--- config.mk ---
export PLATFORM = sky130hd
export DESIGN_NAME = gpu_cell_writer_flat
export DESIGN_NICKNAME = d
export VERILOG_FILES = /design/src/rtl/gpu_pkg.sv /design/src/rtl/gpu_cell_writer_if.sv /design/src/rtl/gpu_cell_addr.sv /design/src/rtl/gpu_cell_writer.sv /design/src/flat_wrapper.sv
export SDC_FILE = /design/constraint.sdc
export NUM_CORES = 1
export LEC_CHECK = 0
export ABC_AREA = 1
export BUFFER_PORTS_ARGS = -buffer_cell sky130_fd_sc_hd__clkbuf_2
export CAP_MARGIN = 10
export CORE_UTILIZATION = 50
export CTS_BUF_LIST = sky130_fd_sc_hd__clkbuf_16
export DETAILED_ROUTE_END_ITERATION = 10
export HOLD_SLACK_MARGIN = 0.03
export PLACE_DENSITY_LB_ADDON = 0.05
export SKIP_CTS_REPAIR_TIMING = 1
export SLEW_MARGIN = 15
export SYNTH_ARGS = -nofsm -noshare
export SYNTH_HDL_FRONTEND = slang
export SYNTH_HIERARCHICAL = 1
export SYNTH_SLANG_ARGS = --single-unit
--- constraint.sdc ---
create_clock -name clk -period 3.2 [get_ports clk]
set_clock_uncertainty 0.2 [all_clocks]
set_input_delay 0 -clock clk [delete_from_list [all_inputs] [get_ports clk]]
set_output_delay 0 -clock clk [all_outputs]
set_load 0.01 [all_outputs]
--- src/rtl/gpu_pkg.sv ---
// Shared definitions for the GPU cell-colour RAM and its clients.
// Geometry: 40x30 cells, 4-bit colour per cell, four cells per 16-bit word,
// 10 words per row, 300 words total.
// Contents: cmd_op_t command encoding, geometry constants, nib_merge() to
// replace one nibble of a RAM word, and word_full() to test whether a whole
// word lies inside an inclusive column span.
package gpu_pkg;

  typedef enum logic [1:0] {
    OP_SET_CELL  = 2'd0,
    OP_FILL_RECT = 2'd1,
    OP_CLEAR     = 2'd2,
    OP_RSVD      = 2'd3
  } cmd_op_t;

  localparam int GPU_COLS          = 40;
  localparam int GPU_ROWS          = 30;
  localparam int GPU_WORDS_PER_ROW = 10;
  localparam int GPU_WORDS         = 300;

  // Cell x[1:0]=0 lives in bits [15:12], x[1:0]=3 in bits [3:0].
  function automatic logic [15:0] nib_merge(input logic [15:0] word,
                                            input logic [1:0]  idx,
                                            input logic [3:0]  color);
    logic [15:0] w;
    w = word;
    case (idx)
      2'd0:    w[15:12] = color;
      2'd1:    w[11:8]  = color;
      2'd2:    w[7:4]   = color;
      default: w[3:0]   = color;
    endcase
    return w;
  endfunction

  // True when the word holding cell x starts at x and its last cell is <= x1,
  // i.e. all four nibbles get overwritten and the old contents do not matter.
  function automatic logic word_full(input logic [5:0] x, input logic [5:0] x1);
    return (x[1:0] == 2'd0) && ({x[5:2], 2'b11} <= x1);
  endfunction

endpackage

--- src/rtl/gpu_cell_writer_if.sv ---
// Bus bundle between a CPU-side master (command source plus the RAM it owns)
// and gpu_cell_writer.
//   cmd_*     : draw command handshake (valid/ready) and operands
//   mem_*     : RAM write port, addr/data/wren out of the writer, q back in
//   busy/done/err : writer status
// Modports: master = CPU/RAM side, slave = writer.
interface gpu_cell_writer_if;
  import gpu_pkg::*;

  logic        cmd_valid;
  logic        cmd_ready;
  cmd_op_t     cmd_op;
  logic [5:0]  cmd_x0;
  logic [4:0]  cmd_y0;
  logic [5:0]  cmd_x1;
  logic [4:0]  cmd_y1;
  logic [3:0]  cmd_color;

  logic [8:0]  mem_addr;
  logic [15:0] mem_data;
  logic        mem_wren;
  logic [15:0] mem_q;

  logic        busy;
  logic        done;
  logic        err;

  modport master (
    output cmd_valid, cmd_op, cmd_x0, cmd_y0, cmd_x1, cmd_y1, cmd_color, mem_q,
    input  cmd_ready, mem_addr, mem_data, mem_wren, busy, done, err
  );

  modport slave (
    input  cmd_valid, cmd_op, cmd_x0, cmd_y0, cmd_x1, cmd_y1, cmd_color, mem_q,
    output cmd_ready, mem_addr, mem_data, mem_wren, busy, done, err
  );

endinterface

--- src/rtl/gpu_cell_addr.sv ---
// Combinational cell -> RAM location map.
//   x    in  6  cell column
//   y    in  5  cell row
//   addr out 9  word address (x>>2) + y*10
//   nib  out 2  nibble index inside the word (x[1:0])
// y*10 is formed as (y<<3)+(y<<1) at 9 bits; max result is 299.
module gpu_cell_addr (
  input  logic [5:0] x,
  input  logic [4:0] y,
  output logic [8:0] addr,
  output logic [1:0] nib
);

  logic [8:0] y9;

  assign y9   = {4'd0, y};
  assign addr = {5'd0, x[5:2]} + (y9 << 3) + (y9 << 1);
  assign nib  = x[1:0];

endmodule

--- src/rtl/gpu_cell_writer.sv ---
// CPU-side writer for the GPU cell-colour RAM. Turns SET_CELL / FILL_RECT /
// CLEAR commands into read-modify-write traffic on the RAM port.
//   clk    in  system clock (RAM port is clocked on ~clk)
//   rst_n  in  asynchronous active-low reset; aborts any command in flight
//   bus    slave modport of gpu_cell_writer_if (command, RAM port, status)
// Parameters: RD_LAT (cycles from addr to q, >=1), COLS, ROWS.
// Build option GPU_CELL_WRITER_WORD_MERGE_EN: FILL_RECT words fully inside
// [X0,X1] are written directly as {4{COLOR}} without the read.
module gpu_cell_writer
  import gpu_pkg::*;
#(
  parameter int RD_LAT = 1,
  parameter int COLS   = GPU_COLS,
  parameter int ROWS   = GPU_ROWS
) (
  input  logic                clk,
  input  logic                rst_n,
  gpu_cell_writer_if.slave    bus
);

  typedef enum logic [2:0] {
    S_IDLE, S_READ, S_WAIT, S_WRITE, S_NEXT, S_CLR
  } state_t;

  localparam logic [5:0] COLS6     = 6'(COLS);
  localparam logic [4:0] ROWS5     = 5'(ROWS);
  localparam logic [3:0] WAIT_LAST = (RD_LAT > 1) ? 4'(RD_LAT - 2) : 4'd0;

  state_t      state, state_n;

  // Latched command window; cursor walks it word by word, x first then y.
  logic [5:0]  x0_q, x1_q, cur_x;
  logic [4:0]  y1_q, cur_y;
  logic [3:0]  color_q;
  logic [15:0] cap_q;
  logic [3:0]  wcnt;
  logic        done_q, err_q;

  logic        accept, bad;
  logic [5:0]  cx1;
  logic [4:0]  cy1;
  logic [8:0]  cell_addr;
  logic [1:0]  cell_nib;
  logic [3:0]  mask;
  logic [15:0] merged;
  logic        row_last, cell_last, rd_last;
  logic [5:0]  nx;
  logic [4:0]  ny;
  logic        first_skip, next_skip;

  gpu_cell_addr u_addr (
    .x    (cur_x),
    .y    (cur_y),
    .addr (cell_addr),
    .nib  (cell_nib)
  );

  assign accept = bus.cmd_valid && (state == S_IDLE);

  // SET_CELL is walked as a 1x1 rectangle so one datapath covers both ops.
  assign cx1 = (bus.cmd_op == OP_FILL_RECT) ? bus.cmd_x1 : bus.cmd_x0;
  assign cy1 = (bus.cmd_op == OP_FILL_RECT) ? bus.cmd_y1 : bus.cmd_y0;

  // CLEAR ignores its coordinate operands, so they are not range checked.
  always_comb begin
    bad = 1'b0;
    case (bus.cmd_op)
      OP_SET_CELL:  bad = (bus.cmd_x0 >= COLS6) || (bus.cmd_y0 >= ROWS5);
      OP_FILL_RECT: bad = (bus.cmd_x0 >= COLS6) || (bus.cmd_y0 >= ROWS5) ||
                          (bus.cmd_x1 >= COLS6) || (bus.cmd_y1 >= ROWS5) ||
                          (bus.cmd_x1 < bus.cmd_x0) || (bus.cmd_y1 < bus.cmd_y0);
      OP_CLEAR:     bad = 1'b0;
      default:      bad = 1'b1;
    endcase
  end

  // cur_x equals X0 on the first word of a row (nibbles below X0 kept) and is
  // word aligned afterwards; nibbles past X1 are kept on the last word.
  always_comb begin
    merged = cap_q;
    mask   = '0;
    for (int i = 0; i < 4; i++) begin
      mask[i] = (2'(i) >= cell_nib) && ({cur_x[5:2], 2'(i)} <= x1_q);
      if (mask[i]) merged = nib_merge(merged, 2'(i), color_q);
    end
  end

  assign row_last  = (cur_x[5:2] == x1_q[5:2]);
  assign cell_last = row_last && (cur_y == y1_q);
  assign nx        = row_last ? x0_q : {cur_x[5:2] + 4'd1, 2'b00};
  assign ny        = row_last ? cur_y + 5'd1 : cur_y;

  // q is sampled on the edge closing the last read/wait cycle.
  assign rd_last = ((state == S_READ) && (RD_LAT == 1)) ||
                   ((state == S_WAIT) && (wcnt == WAIT_LAST));

`ifdef GPU_CELL_WRITER_WORD_MERGE_EN
  assign first_skip = (bus.cmd_op == OP_FILL_RECT) && word_full(bus.cmd_x0, cx1);
  assign next_skip  = word_full(nx, x1_q);
`else
  assign first_skip = 1'b0;
  assign next_skip  = 1'b0;
`endif

  always_ff @(posedge clk or negedge rst_n) begin
    if (!rst_n) begin
      state   <= S_IDLE;
      x0_q    <= '0;
      x1_q    <= '0;
      y1_q    <= '0;
      cur_x   <= '0;
      cur_y   <= '0;
      color_q <= '0;
      cap_q   <= '0;
      wcnt    <= '0;
      done_q  <= 1'b0;
      err_q   <= 1'b0;
    end else begin
      state  <= state_n;
      done_q <= ((state == S_NEXT) || (state == S_CLR)) && cell_last;
      err_q  <= accept && bad;
      if (accept && !bad) begin
        color_q <= bus.cmd_color;
        if (bus.cmd_op == OP_CLEAR) begin
          // Full-screen window: walking it word by word yields addrs 0..299.
          x0_q  <= '0;
          x1_q  <= COLS6 - 6'd1;
          y1_q  <= ROWS5 - 5'd1;
          cur_x <= '0;
          cur_y <= '0;
        end else begin
          x0_q  <= bus.cmd_x0;
          x1_q  <= cx1;
          y1_q  <= cy1;
          cur_x <= bus.cmd_x0;
          cur_y <= bus.cmd_y0;
        end
      end
      if ((state == S_NEXT) || (state == S_CLR)) begin
        cur_x <= nx;
        cur_y <= ny;
      end
      if (state == S_READ)      wcnt <= '0;
      else if (state == S_WAIT) wcnt <= wcnt + 4'd1;
      if (rd_last) cap_q <= bus.mem_q;
    end
  end

  always_comb begin
    state_n       = state;
    bus.cmd_ready = (state == S_IDLE);
    bus.busy      = (state != S_IDLE);
    bus.mem_wren  = (state == S_WRITE) || (state == S_CLR);
    bus.mem_addr  = '0;
    bus.mem_data  = '0;
    bus.done      = done_q;
    bus.err       = err_q;

    if (state inside {S_READ, S_WAIT, S_WRITE, S_CLR}) bus.mem_addr = cell_addr;
    // In CLR the mask is always full, so merged is {4{color}} regardless of cap_q.
    if (bus.mem_wren) bus.mem_data = merged;

    case (state)
      S_IDLE:
        if (accept && !bad) begin
          if (bus.cmd_op == OP_CLEAR) state_n = S_CLR;
          else                        state_n = first_skip ? S_WRITE : S_READ;
        end
      S_READ:  state_n = rd_last ? S_WRITE : S_WAIT;
      S_WAIT:  if (rd_last) state_n = S_WRITE;
      S_WRITE: state_n = S_NEXT;
      S_NEXT:  state_n = cell_last ? S_IDLE : (next_skip ? S_WRITE : S_READ);
      S_CLR:   if (cell_last) state_n = S_IDLE;
      default: state_n = S_IDLE;
    endcase
  end

endmodule

--- src/flat_wrapper.sv ---
// flat-port wrapper written by rule: the top's interface ports become plain ports
module gpu_cell_writer_flat import gpu_pkg::*;
#(
  parameter int RD_LAT = 1,
  parameter int COLS   = GPU_COLS,
  parameter int ROWS   = GPU_ROWS
)
  (clk, rst_n, bus_cmd_valid, bus_cmd_op, bus_cmd_x0, bus_cmd_y0, bus_cmd_x1, bus_cmd_y1, bus_cmd_color, bus_mem_q, bus_cmd_ready, bus_mem_addr, bus_mem_data, bus_mem_wren, bus_busy, bus_done, bus_err);
  gpu_cell_writer_if bus_i ();
  input  logic clk;
  input  logic rst_n;
  input wire logic [$bits(bus_i.cmd_valid)-1:0] bus_cmd_valid;
  input wire logic [$bits(bus_i.cmd_op)-1:0] bus_cmd_op;
  input wire logic [$bits(bus_i.cmd_x0)-1:0] bus_cmd_x0;
  input wire logic [$bits(bus_i.cmd_y0)-1:0] bus_cmd_y0;
  input wire logic [$bits(bus_i.cmd_x1)-1:0] bus_cmd_x1;
  input wire logic [$bits(bus_i.cmd_y1)-1:0] bus_cmd_y1;
  input wire logic [$bits(bus_i.cmd_color)-1:0] bus_cmd_color;
  input wire logic [$bits(bus_i.mem_q)-1:0] bus_mem_q;
  output wire logic [$bits(bus_i.cmd_ready)-1:0] bus_cmd_ready;
  output wire logic [$bits(bus_i.mem_addr)-1:0] bus_mem_addr;
  output wire logic [$bits(bus_i.mem_data)-1:0] bus_mem_data;
  output wire logic [$bits(bus_i.mem_wren)-1:0] bus_mem_wren;
  output wire logic [$bits(bus_i.busy)-1:0] bus_busy;
  output wire logic [$bits(bus_i.done)-1:0] bus_done;
  output wire logic [$bits(bus_i.err)-1:0] bus_err;
  assign bus_i.cmd_valid = bus_cmd_valid;
  assign bus_i.cmd_op = bus_cmd_op;
  assign bus_i.cmd_x0 = bus_cmd_x0;
  assign bus_i.cmd_y0 = bus_cmd_y0;
  assign bus_i.cmd_x1 = bus_cmd_x1;
  assign bus_i.cmd_y1 = bus_cmd_y1;
  assign bus_i.cmd_color = bus_cmd_color;
  assign bus_i.mem_q = bus_mem_q;
  assign bus_cmd_ready = bus_i.cmd_ready;
  assign bus_mem_addr = bus_i.mem_addr;
  assign bus_mem_data = bus_i.mem_data;
  assign bus_mem_wren = bus_i.mem_wren;
  assign bus_busy = bus_i.busy;
  assign bus_done = bus_i.done;
  assign bus_err = bus_i.err;
  gpu_cell_writer #(.RD_LAT(RD_LAT), .COLS(COLS), .ROWS(ROWS)) u_core (.clk(clk), .rst_n(rst_n), .bus(bus_i));
endmodule
Word-level counts from Yosys, hierarchy flattened:

Index checks and enable logic that the tools add are counted.

* flip-flop bits (word level): 57
* output and inout bits: 30

* $add $sub $neg: 5
* equal/unequal tests: 13
* reduce and logical (&&, ||, !) cells: 28
* magnitude comparators: 14
* muxes and demuxes: 28

Operators with widths (number)
* 6-bit 2-to-1 mux: 6
* 16-bit 2-to-1 mux: 2
* 5-bit 2-to-1 mux: 6
* 6-bit less-or-equal comparator: 4
* 3-bit one-hot mux with 6 select lines: 1
* 6-bit greater-or-equal comparator (second input constant): 2
* 12-bit 2-to-1 mux: 1
* 3-bit 2-to-1 mux: 4
* 4-bit 2-to-1 mux: 3
* 5-bit greater-or-equal comparator (second input constant): 2
* 1-bit logical AND: 10
* 4-bit by 8-bit adder with 9-bit output: 1
* 9-bit by 6-bit adder with 9-bit output: 1
* 9-bit 2-to-1 mux: 1
* 4-bit by 1-bit adder with 4-bit output (second input constant): 2
* 1-bit logical OR: 8
* 8-bit 2-to-1 mux: 1
* 2-bit by 1-bit != test with 1-bit output (second input constant): 4
* 3-bit by 2-bit == test with 1-bit output (second input constant): 2
* 3-bit == test (second input constant): 2
* 6-bit < comparator: 1
* 5-bit by 1-bit adder with 5-bit output (second input constant): 1
* 5-bit == test: 1
* 5-bit < comparator: 1
* other kinds (17): 21

Longest topological paths before layout:

* word-level depth: 11
* gate-level depth with buffers: 13
* mapped depth without buffers: 12

Modules after synthesis:

The synthesis kept the hierarchy.

Modules (own cells, without submodules)
* gpu_cell_writer: sequential area each 1426.4 µm², cells each 487, instances 1, area an instance 3517.1 µm²
* gpu_cell_addr: sequential area each 0.0 µm², cells each 45, instances 1, area an instance 317.8 µm²

Worst setup path before layout:

No wires, ideal clock.

* path kind: flip-flop to output port
* start: register u_core.cur_y[0]
* end: output bus_mem_addr[6]
* setup slack: 967 ps
* stages on the path, launching flop included: 10
* arrival time: 2033 ps
* cells stage by stage: dfrtp_1 inv_1 fa_1 inv_1 fa_1 nand3_1 nand2_1 xor2_1 inv_1 nor2_1

* word-level cells in the longest chain between the ends: 3

RTL lines
* start: declaration: line gpu_cell_writer.sv:33 `logic [4:0] y1_q, cur_y;`
* start signal: assignment: line gpu_cell_writer.sv:136 `cur_y <= bus.cmd_y0;`
* start signal: assignment: line gpu_cell_writer.sv:141 `cur_y <= ny;`
* 4-bit by 8-bit adder with 9-bit output: line gpu_cell_addr.sv:17 `assign addr = {5'd0, x[5:2]} + (y9 << 3) + (y9 << 1);`
* 9-bit by 6-bit adder with 9-bit output (*): line gpu_cell_addr.sv:17
* net u_core.cell_addr[6]: line gpu_cell_writer.sv:42 `logic [8:0] cell_addr;`
* 9-bit 2-to-1 mux (*): line gpu_cell_writer.sv:159 `if (state inside {S_READ, S_WAIT, S_WRITE, S_CLR}) bus.mem_addr = cell_addr;`
* end: declaration: line flat_wrapper.sv:21 `output wire logic [$bits(bus_i.mem_addr)-1:0] bus_mem_addr;`

Mark *: on every way through the listed nets, which the timed path passes. The rest lies on a longest branch.

Final worst setup path:

Same ends and word-level chain as after synthesis.

==> metrics <==
Hold Crit Class=input port to flip-flop; Pre-Repair DR Iteration Count=5; antenna cells=0; Cells after DPL=696; Power Density=957.5 nW/um^2; Post-synth EDFFs=0; per-cell routed wire length=12.42 um; Slew Viols, Final=0; final setup fails=0; layout cells sized above 1=16.57%; Row Count=31; Setup CP Type=flip-flop to primary output; Clk pwr share=20.5%; Starting Density=52.31%; drt total wl=9477 um; Max-cap violations=0; Slowest-stage cell, CP=fa_1; Buf/Inv on CP=4; Core ar.=7331 um^2; Synth Area per Inst=7.209 um^2; CTS tree=built; I/O pin cnt=77; final count of hold timing violations=0; Clock Path Buffers=2; Logic pwr share=52.7%; worst slew pin tran=0.8509 ns; Syn Nets=between 600 and 700; Die Wd=89.58 um; setup TNS=0 ns; startpoint types=flip-flop; Int Pwr=0.002680 W; vias per cell=around 5; Synth Register Bits=57; via count=3783; Crit Path Max Fanout=7; Leakage=between 2 and 3 nW; CP required=about 3.0 ns; overall routing resource usage=about a quarter; async set or reset register ratio after synthesis=100.0%; Fillers=a little over 600; RSZ-0062 raised after global routing=no; outcome=completed; min Tclk post-route=around 2.8 ns; die area=8024 um^2; Slew HR=43.27%; Worst Path Arrival=approximately 2.6 ns; CP Capture Type=primary output; Routed Antenna Nets=0; number of global-route vias before repair=between 3k and 4k; Syn. warnings=6; switching power total=0.002207 W; crit path cell chain=inv_1 > fa_1 > inv_1 > fa_1 > nand3_1 > nand2_1 > xor2_1 > inv_1 > nor2_1 > clkbuf_2; Max Clk Rate=0.3621 GHz; largest net degree at the start of global routing=34; final worst slack=0.4382 ns; clk root buf=clkbuf_16; Area Overhead vs Synth=33.08%; GP Congestion=roughly 0.86; Cell variety after synth=30; cell count after synthesis=approximately 530; # nets final=approximately 740; I/O Buffers=76; sequential area share after synthesis=37.19%; commonest non-fill, non-tap cell in the layout=nand2_1; Finished Layout Cells=763; Post-Place Worst Slack=0.7791 ns; first-pass GRT wire length=14230 um; delay of the slowest critical-path stage=approximately 0.53 ns; most used cell, CP=inv_1; area of the mapped netlist=3835 um^2; number of CTS-inserted buffers=9; total gr overflow=0; H-tree Lvls=3; sw frac=45.16%; Die Y=89.58 um; Top FF cell, synth=dfrtp_1; initial antenna violation count=0; most frequent cells in the layout=134 x nand2_1, 81 x inv_1, 76 x clkbuf_2; hpwl dp=6653 um; Initial DRC Count=240; Worst VDD drop=~0.00039 V; clk slew on worst S/H paths=0.05 ns; # DRC=0; clk sinks=57; CP delay by family, top=adder cells; clock insertion delay at the later pin of the skew report=around 0.32 ns; sequential power share=26.8%; post-route clock period utilization=approximately 86%
==> per-stage QoR <==
stage	utilization [%]	total power [W]	hold WS (ns)	cell area, um^2
floorplan	-	0.003117	-0.4956	3835
global placement	58.41	0.003755	-0.04397	4282
detailed placement	58.41	0.003810	-0.03960	4282
CTS	62.66	0.004844	-0.3889	4593
global route	69.62	0.005384	0.04985	5104
finish	69.62	0.004887	0.01867	5104
==> synth_stat cells (5+ instances only) <==
cell     number  share of area [%]
ha_1         27                8.8
buf_2         7               0.91
xor2_1       11                2.5
nand2_1     134                 13
dfrtp_1      57                 37
o21ai_0      44                5.7
nand2_2       5               0.82
nor2_1       49                4.8
inv_1        80                7.8
nand3_1      31                4.0
inv_2         6               0.59
o21ai_1      23                3.0
a21oi_1      17                2.2
o22ai_1      10                1.6
==> per-layer routing <==
metal	vias up	global-route usage, %	part of all wire (%)
li1	1960	-	-
met1	1718	32.54	48
met2	98	37.33	47
met3	7	5.210	3.9
met4	0	7.504	1.0
met5	-	0	0
==> logic make-up after synthesis <==
family                     synth area share (%)
xor gates and xnor gates                  3.197
AOI/OAI and AO/OA                         14.13
DFF                                       37.19
adders and majority gates                 9.853
and+or+nand+nor                           24.73
buffers and inverters                     10.90
==> worst paths after layout <==
path / to / slack [ns] / cells past startpoint / startpoint
min: u_core/x0_q[1]$_DFFE_PN0P_ / 0.02 / 4 / bus_cmd_op[0]
max in group asynchronous: u_core/cap_q[0]$_DFFE_PN0P_ / 1.85 / 3 / rst_n
max: bus_mem_addr[6] / 0.44 / 10 / u_core/cur_y[0]$_DFFE_PN0P_
min reg2reg: u_core/x0_q[1]$_DFFE_PN0P_ / 0.27 / 2 / u_core/x0_q[1]$_DFFE_PN0P_
min in group asynchronous: u_core/cap_q[10]$_DFFE_PN0P_ / 0.11 / 2 / rst_n
max reg2reg: u_core/state[2]$_DFFE_PN0P_ / 1.12 / 9 / u_core/cur_x[4]$_DFFE_PN0P_
==> registers in the layout, indices dropped and copies added, names as in the netlist <==
signal	cells
u_core/bus.err	1
u_core/cur_x	6
u_core/color_q	4
u_core/wcnt	4
u_core/x1_q	6
u_core/state	3
u_core/y1_q	5
u_core/bus.done	1
u_core/cap_q	16
u_core/x0_q	6
u_core/cur_y	5
==> worst reg2reg max path, stage by stage, from the launching register on <==
cell	delay, ns
dfrtp_1	0.43
ha_1	0.30
nand2_1	0.06
inv_2	0.08
nand3_2	0.12
inv_2	0.16
nand4_1	0.24
a21oi_1	0.26
nand3_1	0.10
nand2_1	0.07
==> power groups by stage <==
| stage | clock (W) | combinational [W] | sequential, W |
|---|---|---|---|
| after global routing | 0.00106 | 0.00298 | 0.00134 |
| after CTS | 0.00102 | 0.00253 | 0.00130 |
| after floorplan | 0 | 0.00189 | 0.00123 |
| after detailed placement | 0 | 0.00250 | 0.00131 |
| final | 0.00100 | 0.00258 | 0.00131 |
| after global placement | 0 | 0.00246 | 0.00130 |
==> area by class of cell <==
| class | count | area, um^2 | share of cell area, % |
|---|---|---|---|
| well taps | 99 | 123.9 | 2.427 |
| inverters | 88 | 330.3 | 6.472 |
| multi-input cells | 372 | 1991 | 39.00 |
| repair buffers | 131 | 920.9 | 18.04 |
| flip-flops and latches | 57 | 1426 | 27.95 |
| clock inverters | 7 | 86.33 | 1.692 |
| clock buffers | 9 | 225.2 | 4.413 |
No activity file was read; power rests on OpenSTA's default activity.
